--- src/rtl/pipe_sched_ctrl.sv ---
// pipe_sched_ctrl: pipeline scheduling controller for the 5-stage CPU.
// Produces the global advance enable and the IF/ID hold, ID/EX bubble and
// IF/ID flush controls. It also sequences run/halt/single-step from
// debounced board pulses.
// Optional build macro PIPE_PERF_CNT_EN adds saturating stall/flush counters.
// Without the macro, stall_cnt/flush_cnt are constant zero.
module pipe_sched_ctrl #(
   parameter bit RESET_RUN = 1'b1,
   parameter int CNT_W     = 16
) (
   input  logic             clk,
   input  logic             rst,
   input  logic [4:0]       id_rs,
   input  logic [4:0]       id_rt,
   input  logic             id_use_rs,
   input  logic             id_use_rt,
   input  logic             ex_wreg,
   input  logic             ex_m2reg,
   input  logic [4:0]       ex_rd,
   input  logic             ctrl_branch,
   input  logic             dbg_run,
   input  logic             dbg_halt,
   input  logic             dbg_step,
   output logic             pipe_en,
   output logic             if_wpcir,
   output logic             id_bubble,
   output logic             if_flush,
   output logic [1:0]       run_state,
   output logic [CNT_W-1:0] stall_cnt,
   output logic [CNT_W-1:0] flush_cnt
);

   typedef enum logic [1:0] {
      S_HALT = 2'b00,
      S_RUN  = 2'b01,
      S_STEP = 2'b10
   } state_e;

   localparam state_e RESET_STATE = RESET_RUN ? S_RUN : S_HALT;

   state_e state_q;
   logic   haz;

   // Run/halt/step sequencer; halt beats step beats run when pulses coincide.
   always_ff @(posedge clk or posedge rst) begin
      if (rst) begin
         state_q <= RESET_STATE;
      end else begin
         case (state_q)
            S_HALT: begin
               if (dbg_halt)      state_q <= S_HALT;
               else if (dbg_step) state_q <= S_STEP;
               else if (dbg_run)  state_q <= S_RUN;
               else               state_q <= S_HALT;
            end
            S_RUN: begin
               if (dbg_halt) state_q <= S_HALT;
               else          state_q <= S_RUN;
            end
            S_STEP: begin
               if (!dbg_halt && !dbg_step && dbg_run) state_q <= S_RUN;
               else                                   state_q <= S_HALT;
            end
            default: state_q <= RESET_STATE;
         endcase
      end
   end

   // Load-use hazard detect and the per-cycle pipeline controls it gates.
   always_comb begin
      haz = ex_m2reg && ex_wreg && (ex_rd != 5'd0) &&
            ((id_use_rs && (id_rs == ex_rd)) || (id_use_rt && (id_rt == ex_rd)));
      pipe_en   = (state_q != S_HALT);
      if_wpcir  = haz || !pipe_en;
      id_bubble = haz && pipe_en;
      // A stalled branch is seen again next cycle, so the flush waits for it.
      if_flush  = ctrl_branch && !haz && pipe_en;
      run_state = state_q;
   end

`ifdef PIPE_PERF_CNT_EN
   logic             halt_to_run;
   logic [CNT_W-1:0] stall_cnt_q;
   logic [CNT_W-1:0] flush_cnt_q;

   // The HALT->RUN edge starts a fresh measurement window.
   always_comb begin
      halt_to_run = (state_q == S_HALT) && !dbg_halt && !dbg_step && dbg_run;
   end

   // Saturating event counters; HALT never increments because both events need pipe_en.
   always_ff @(posedge clk or posedge rst) begin
      if (rst) begin
         stall_cnt_q <= '0;
         flush_cnt_q <= '0;
      end else if (halt_to_run) begin
         stall_cnt_q <= '0;
         flush_cnt_q <= '0;
      end else begin
         if (id_bubble && (stall_cnt_q != {CNT_W{1'b1}})) stall_cnt_q <= stall_cnt_q + 1'b1;
         if (if_flush  && (flush_cnt_q != {CNT_W{1'b1}})) flush_cnt_q <= flush_cnt_q + 1'b1;
      end
   end

   assign stall_cnt = stall_cnt_q;
   assign flush_cnt = flush_cnt_q;
`else
   assign stall_cnt = '0;
   assign flush_cnt = '0;
`endif

endmodule

--- config.mk ---
export PLATFORM = sky130hd
export DESIGN_NAME = pipe_sched_ctrl
export DESIGN_NICKNAME = d
export VERILOG_FILES = /design/src/rtl/pipe_sched_ctrl.sv
export SDC_FILE = /design/constraint.sdc
export NUM_CORES = 1
export LEC_CHECK = 0
export BUFFER_PORTS_ARGS = -buffer_cell sky130_fd_sc_hd__buf_2
export CORE_UTILIZATION = 31
export DETAILED_ROUTE_END_ITERATION = 8
export GPL_ROUTABILITY_DRIVEN = 0
export GPL_TIMING_DRIVEN = 0
export MAX_ROUTING_LAYER = met4
export PLACE_DENSITY = 0.82
export SKIP_LAST_GASP = 1
export SYNTH_ARGS = -nofsm -noshare
export SYNTH_HDL_FRONTEND = slang
export SYNTH_SLANG_ARGS = --single-unit
--- constraint.sdc ---
create_clock -name clk -period 1.7 [get_ports clk]
set_clock_uncertainty 0.05 [all_clocks]
set_input_delay 0.34 -clock clk [delete_from_list [all_inputs] [get_ports clk]]
set_output_delay 0.34 -clock clk [all_outputs]
set_load 0.01 [all_outputs]
==> results by group, run 1 <==
Logic synthesis
  – Synth top area cells: buf_4 (49%), xor2_1 (14%), dfstp_2 (5.4%)
  – Yosys warning total: 0
  – Top cell type's share of synthesized area: 49.1%
  – Mapped Cells: 62
  – Avg Cell Area, Syn: 7.89 µm²
  – Register area share after synthesis: 10.5%
  – #FFs+latches synth: 2
  – Area leader, netlist: buf_4
  – Cell Area, Synth: 489 µm²
  – Netlist cell types: 20

Clocking
  – CTS root buf: clkbuf_4
  – Num CTS Buffers: 3
  – Htree depth: 1
  – # Post-CTS Setup Buffers: 0
  – Max clock buf depth: 2
  – CTS tree: yes
  – Skew-Pair Late Insertion Delay: 230 ps
  – Clock transition at the registers of the reported paths: 40 ps
  – CTS Sinks: 2

Status
  – Failing checks: setup timing
  – Outcome: complete, but fails checks

Layout
  – ANT cells: 0
  – Nets: 154
  – Register area: 51.3 µm²
  – Number of flip-flops under the largest register name: 2
  – Most frequent cells in the layout: buf_4 (33), conb_1 (32), buf_2 (25), xor2_1 (8), buf_6 (4)
  – FILL cells: 124
  – Area of the multi-input gates: 315 µm²
  – Share of layout cells above drive strength 1: 53.9%
  – Fin cells: 143
  – Area grow syn2layout: 73.9%
  – Most common cell after layout, fill and taps aside: buf_4

Power
  – Peak supply drop: 167 µV
  – Cell Pwr Density: 431 nW/µm²
  – Pleak: 0.536 nW

Global routing
  – Vias in the first global route: 422
  – GR peak layer: met2
  – Total track usage: 11.3%
  – GRT overflow: 0
  – M1 GR Usage: 11.1%
  – Grt met2 use: 20.9%
  – Initial antenna violation count: 0
  – Largest net degree at the start of global routing: 6
  – First-pass GRT wire length: 1.57 mm
  – Met3 usage: 0.435%

STA
  – Hold Slack: 231 ps
  – Hold Vio Cnt, Final: 0
  – Fmax achieved: 544 MHz
  – Fin crit share: 108%
  – RSZ-0062 raised after global routing: true
  – Final min period: 1840 ps
  – Final setup margin: -138 ps
  – Fin. max-slew vios: 0
  – Total negative slack: -338 ps
  – Setup violations, final: 3

Critical path
  – Req. time, crit path: 1310 ps
  – CP arrival: 1450 ps
  – Top delay family on crit path: compound AO/OA/AOI/OAI gates
  – CP Cell Sequence: buf_6, xor2_1, nor4_1, a32oi_1, o211a_1, buf_2
  – R2r setup slk: 620 ps
  – Worst R2R End: run_state[1]$_DFF_PP0_
  – Reg2reg start: run_state[1]$_DFF_PP0_
  – CP bufs+invs: 2
  – Setup crit start: id_rs[3]
  – CP max stage delay: 300 ps
  – Reg2Reg Depth: 3
  – Worst setup SP type: input port
  – Crit. End Element: primary output
  – Slowest stage cell, crit path: nor4_1
  – Setup crit end: if_flush
  – Worst-path fanout max: 3
  – Critical Path Stages: 6
  – CP Class: in -> out

Routing
  – DR DRC count: 0
  – Drt pass-1 iters: 3
  – Drt initial violations: 8
  – WL final: 1.07 mm
  – Post-DRT Antenna Nets: 0
  – Vias/cell: 3.55
  – DR vias: 507
  – WL/cell: 7.50 µm

Die
  – Chip width: 41.7 µm
  – Die area: 1740 µm²
  – Placeable Area: 1380 µm²
  – Cell Rows: 13
  – Die Span Y: 41.7 µm
  – I/O pin count: 63
  – Initial Util: 35.4%

Place
  – Placed Instances: 138
  – Port Buffer Count: 30
  – Hpwl dp: 928 µm

Hold path
  – Hold Crit Class: in -> reg

Job
  – Max-cap violations: 0
[metal layers]
metal	wire [µm]	part of all wire (%)
met5	0	0
met4	17	1.6
met3	126	12
met2	611	57
met1	317	30
[timing repair]
| item | in CTS | in global routing |
|---|---|---|
| hold buffers | 1 | 0 |
| setup endpoints to repair | 3 | 3 |
| resized for setup | 6 | 4 |
| endpoints found under the hold margin | 1 | 0 |
| pin swaps | 6 | 7 |
| cloned | 0 | 0 |
[cells by family after synthesis]
logic type	after synthesis	share of synthesized area (%)
buffers and inverters	35	51.4
xor gates and xnor gates	10	17.9
and+or+nand+nor	8	9.98
AOI/OAI and AO/OA	6	9.46
DFF	2	10.5
other	1	0.767
[metrics by stage]
stage | instance area, µm² | utilization [%] | worst slack, ps | power, W
4_1_cts | 830 | 60.0 | -174 | 0.000364
6_report | 851 | 61.5 | -138 | 0.000367
5_1_grt | 851 | 61.5 | -202 | 0.000395
2_1_floorplan | 606 | - | 79.7 | 0.000186
3_3_place_gp | 774 | 56.0 | -185 | 0.000235
3_5_place_dp | 774 | 56.0 | -196 | 0.000238
[how the worst min path moves through the flow]
stage / end / depth (start not counted) / startpoint
finish: run_state[1]$_DFF_PP0_ / 2 / dbg_halt
CTS: run_state[1]$_DFF_PP0_ / 2 / dbg_halt
global route: run_state[1]$_DFF_PP0_ / 2 / dbg_halt
global placement: run_state[1]$_DFF_PP0_ / 2 / rst
detailed placement: run_state[1]$_DFF_PP0_ / 2 / rst
floorplan: run_state[1]$_DFF_PP0_ / 1 / rst
[cell type report]
cell class                 count  area share (%)
inverter                       2           0.882
multi-input combinational     56            37.1
clock buffer                   4            3.09
sequential                     2            6.03
timing repair buffer          31            22.1
buffer                        33            28.7
tap                           15            2.21
[synth_stat cells, drive strengths merged]
master	number
o21ai	2
clkbuf	1
xnor2	2
o211ai	1
and2	1
nor4	2
nor3	1
a32oi	1
or2	1
dfrtp	1
dfstp	1
nand2	1
xor2	8
or4	1
o211a	1
conb	1
a21oi	1
nor3b	1
buf	32
inv	2
[worst register-to-register path: cells and delay by family, from the launching register on]
kind                   cells  cell delay [ps]
DFF                        1              370
and+or+nand+nor            2              440
buffers and inverters      1              140
[where the power goes]
group          internal (W)  switching [W]   total, W  leakage [nW]
Clock             0.0000872      0.0000280   0.000115        0.0150
Combinational      0.000107      0.0000883   0.000195         0.497
Sequential        0.0000537     0.00000277  0.0000565        0.0237
Note: power is estimated with default switching activity, not from simulation.
==> inputs of run 2 (changes only) <==
--- a/config.mk
+++ b/config.mk
@@ -12,6 +12,7 @@
 export GPL_TIMING_DRIVEN = 0
 export MAX_ROUTING_LAYER = met4
 export PLACE_DENSITY = 0.82
+export SETUP_SLACK_MARGIN = 0.2
 export SKIP_LAST_GASP = 1
 export SYNTH_ARGS = -nofsm -noshare
 export SYNTH_HDL_FRONTEND = slang
==> run 2 against run 1 <==
- critical endpoint unchanged
- first-iteration DRC count fell by 75%
- hold slack got worse by 2.9 ps
- critical path depth down 1
- core utilization up 2.8 points
- final area grew 4.6%
- the run still ends with setup timing left
- clock power rose by 3%
- final cell count increased by 1.4%
- sequential share of layout area fell by 0.26 points
==> results by group, run 2 (synthesized netlist as in run 1, its figures left out) <==
Status
  – Outcome: complete, but fails checks
  – Failing checks: setup timing

Power
  – Peak supply drop: 212 µV (+27%)
  – Pleak: 0.555 nW (+3.6%)
  – Cell Pwr Density: 443 nW/µm² (+2.9%)

Critical path
  – Reg2reg start: run_state[1]$_DFF_PP0_
  – Worst-path fanout max: 3 (unchanged)
  – Worst R2R End: run_state[1]$_DFF_PP0_
  – Worst setup SP type: input port
  – CP Class: in -> out
  – Crit. End Element: primary output
  – R2r setup slk: 710 ps (+90 ps)
  – Setup crit end: if_flush
  – Setup crit start: ex_rd[4]
  – CP arrival: 1480 ps (+30 ps)
  – Reg2Reg Depth: 3 (unchanged)
  – Req. time, crit path: 1310 ps (about the same)

Clocking
  – CTS tree: yes
  – CTS root buf: clkbuf_4
  – Skew-Pair Late Insertion Delay: 230 ps (about the same)
  – Max clock buf depth: 2 (unchanged)
  – Clock transition at the registers of the reported paths: 30 ps (about the same)
  – Num CTS Buffers: 3 (unchanged)
  – Htree depth: 1 (unchanged)
  – CTS Sinks: 2 (unchanged)

Layout
  – ANT cells: 0 (unchanged)
  – Final core utilization: 64.3% (+2.8 points)
  – Area grow syn2layout: 81.8%
  – Number of flip-flops under the largest register name: 2 (unchanged)
  – Area of the multi-input gates: 318 µm² (+0.79%)
  – FILL cells: 129 (+4.0%)
  – Most common cell after layout, fill and taps aside: buf_4
  – Nets: 156 (+1.3%)
  – Most frequent cells in the layout: buf_4 (35), conb_1 (32), buf_2 (24), xor2_1 (8), buf_6 (4)
  – Register area: 51.3 µm² (unchanged)
  – Fin cells: 145 (+1.4%)
  – Share of layout cells above drive strength 1: 55.4% (+1.5 points)

Place
  – Port Buffer Count: 30 (unchanged)
  – Placed Instances: 138 (unchanged)
  – Pre-CTS worst setup slack: -175 ps (+20.2 ps)
  – Hpwl dp: 953 µm (+2.7%)

STA
  – RSZ-0062 raised after global routing: true
  – Hold Vio Cnt, Final: 0 (unchanged)
  – Fin crit share: 110% (+1.6 points)
  – Setup violations, final: 3 (unchanged)
  – Final min period: 1870 ps (+27.5 ps)
  – Fmax achieved: 536 MHz (-1.5%)
  – Hold Slack: 228 ps (-2.87 ps)
  – Final setup margin: -165 ps (-27.5 ps)
  – Total negative slack: -383 ps (-45.2 ps)
  – Fin. max-slew vios: 0 (unchanged)

Job
  – Max-cap violations: 0 (unchanged)

Routing
  – Post-DRT Antenna Nets: 0 (unchanged)
  – Drt pass-1 iters: 4 (+1)
  – WL final: 1.20 mm (+12%)
  – Drt initial violations: 2 (-6)
  – Vias/cell: 3.66 (+3.3%)
  – DR DRC count: 0 (unchanged)
  – WL/cell: 8.26 µm (+10%)
  – DR vias: 531 (+4.7%)

Die
  – Die area: 1740 µm² (unchanged)
  – Chip width: 41.7 µm (unchanged)
  – Cell Rows: 13 (unchanged)
  – Initial Util: 35.4% (unchanged)
  – Die Span Y: 41.7 µm (unchanged)
  – I/O pin count: 63 (unchanged)
  – Placeable Area: 1380 µm² (unchanged)

Hold path
  – Hold Crit Class: in -> reg

Global routing
  – GRT overflow: 0 (unchanged)
  – Initial antenna violation count: 0 (unchanged)
  – First-pass GRT wire length: 1.76 mm (+12%)
  – Vias in the first global route: 470 (+11%)
  – Total track usage: 13.1% (+1.8 points)
  – Largest net degree at the start of global routing: 6 (unchanged)
[run 2: layer usage]
metal	up-vias	track usage, %	wire [µm]
met5	-	-	0
met4	0	9.68	14
met3	2	2.61	133
met2	40	25.6	717
met1	217	10.4	332
li1	272	-	-
[run 2: repair_timing]
item,CTS,global route
resized for setup,10,6
hold endpoints to repair,1,0
setup buffers,1,1
endpoints found under the setup margin,4,4
pin swaps,7,4
hold buffers,1,0
[run 2: worst min path at each step]
| stage | start | endpoint | slack, ps | cells past startpoint |
|---|---|---|---|---|
| 6_report | dbg_halt | run_state[1]$_DFF_PP0_ | 230 | 2 |
| 3_5_place_dp | rst | run_state[1]$_DFF_PP0_ | 140 | 2 |
| 5_1_grt | dbg_halt | run_state[1]$_DFF_PP0_ | 230 | 2 |
| 3_3_place_gp | rst | run_state[1]$_DFF_PP0_ | 140 | 2 |
| 4_1_cts | dbg_halt | run_state[1]$_DFF_PP0_ | 220 | 2 |
| 2_1_floorplan | rst | run_state[1]$_DFF_PP0_ | 30 | 1 |
[run 2: metrics by stage]
step           total power, W  instance area (µm²)
3_5_place_dp         0.000237                  774
3_3_place_gp         0.000235                  774
6_report             0.000394                  890
2_1_floorplan        0.000186                  606
5_1_grt              0.000426                  890
4_1_cts              0.000383                  856
[run 2: critical path: stages]
cell and delay [ps]:
buf_6 100, or4_4 540, o211ai_4 210, o211a_1 170, buf_2 120
[run 2: power breakdown]
group	switching, W	total (W)	internal [W]
registers	0.00000210	0.0000558	0.0000537
logic	0.0000943	0.000219	0.000125
clock network	0.0000319	0.000119	0.0000876
[run 2: layout make-up]
cell class / instances / share of cell area, %
multi-input cells: 56 / 35.7
plain buffers: 33 / 28.7
repair buffers: 33 / 23.9
flip-flops and latches: 2 / 5.77
clock buffers: 4 / 2.95
well taps: 15 / 2.11
inverters: 2 / 0.844
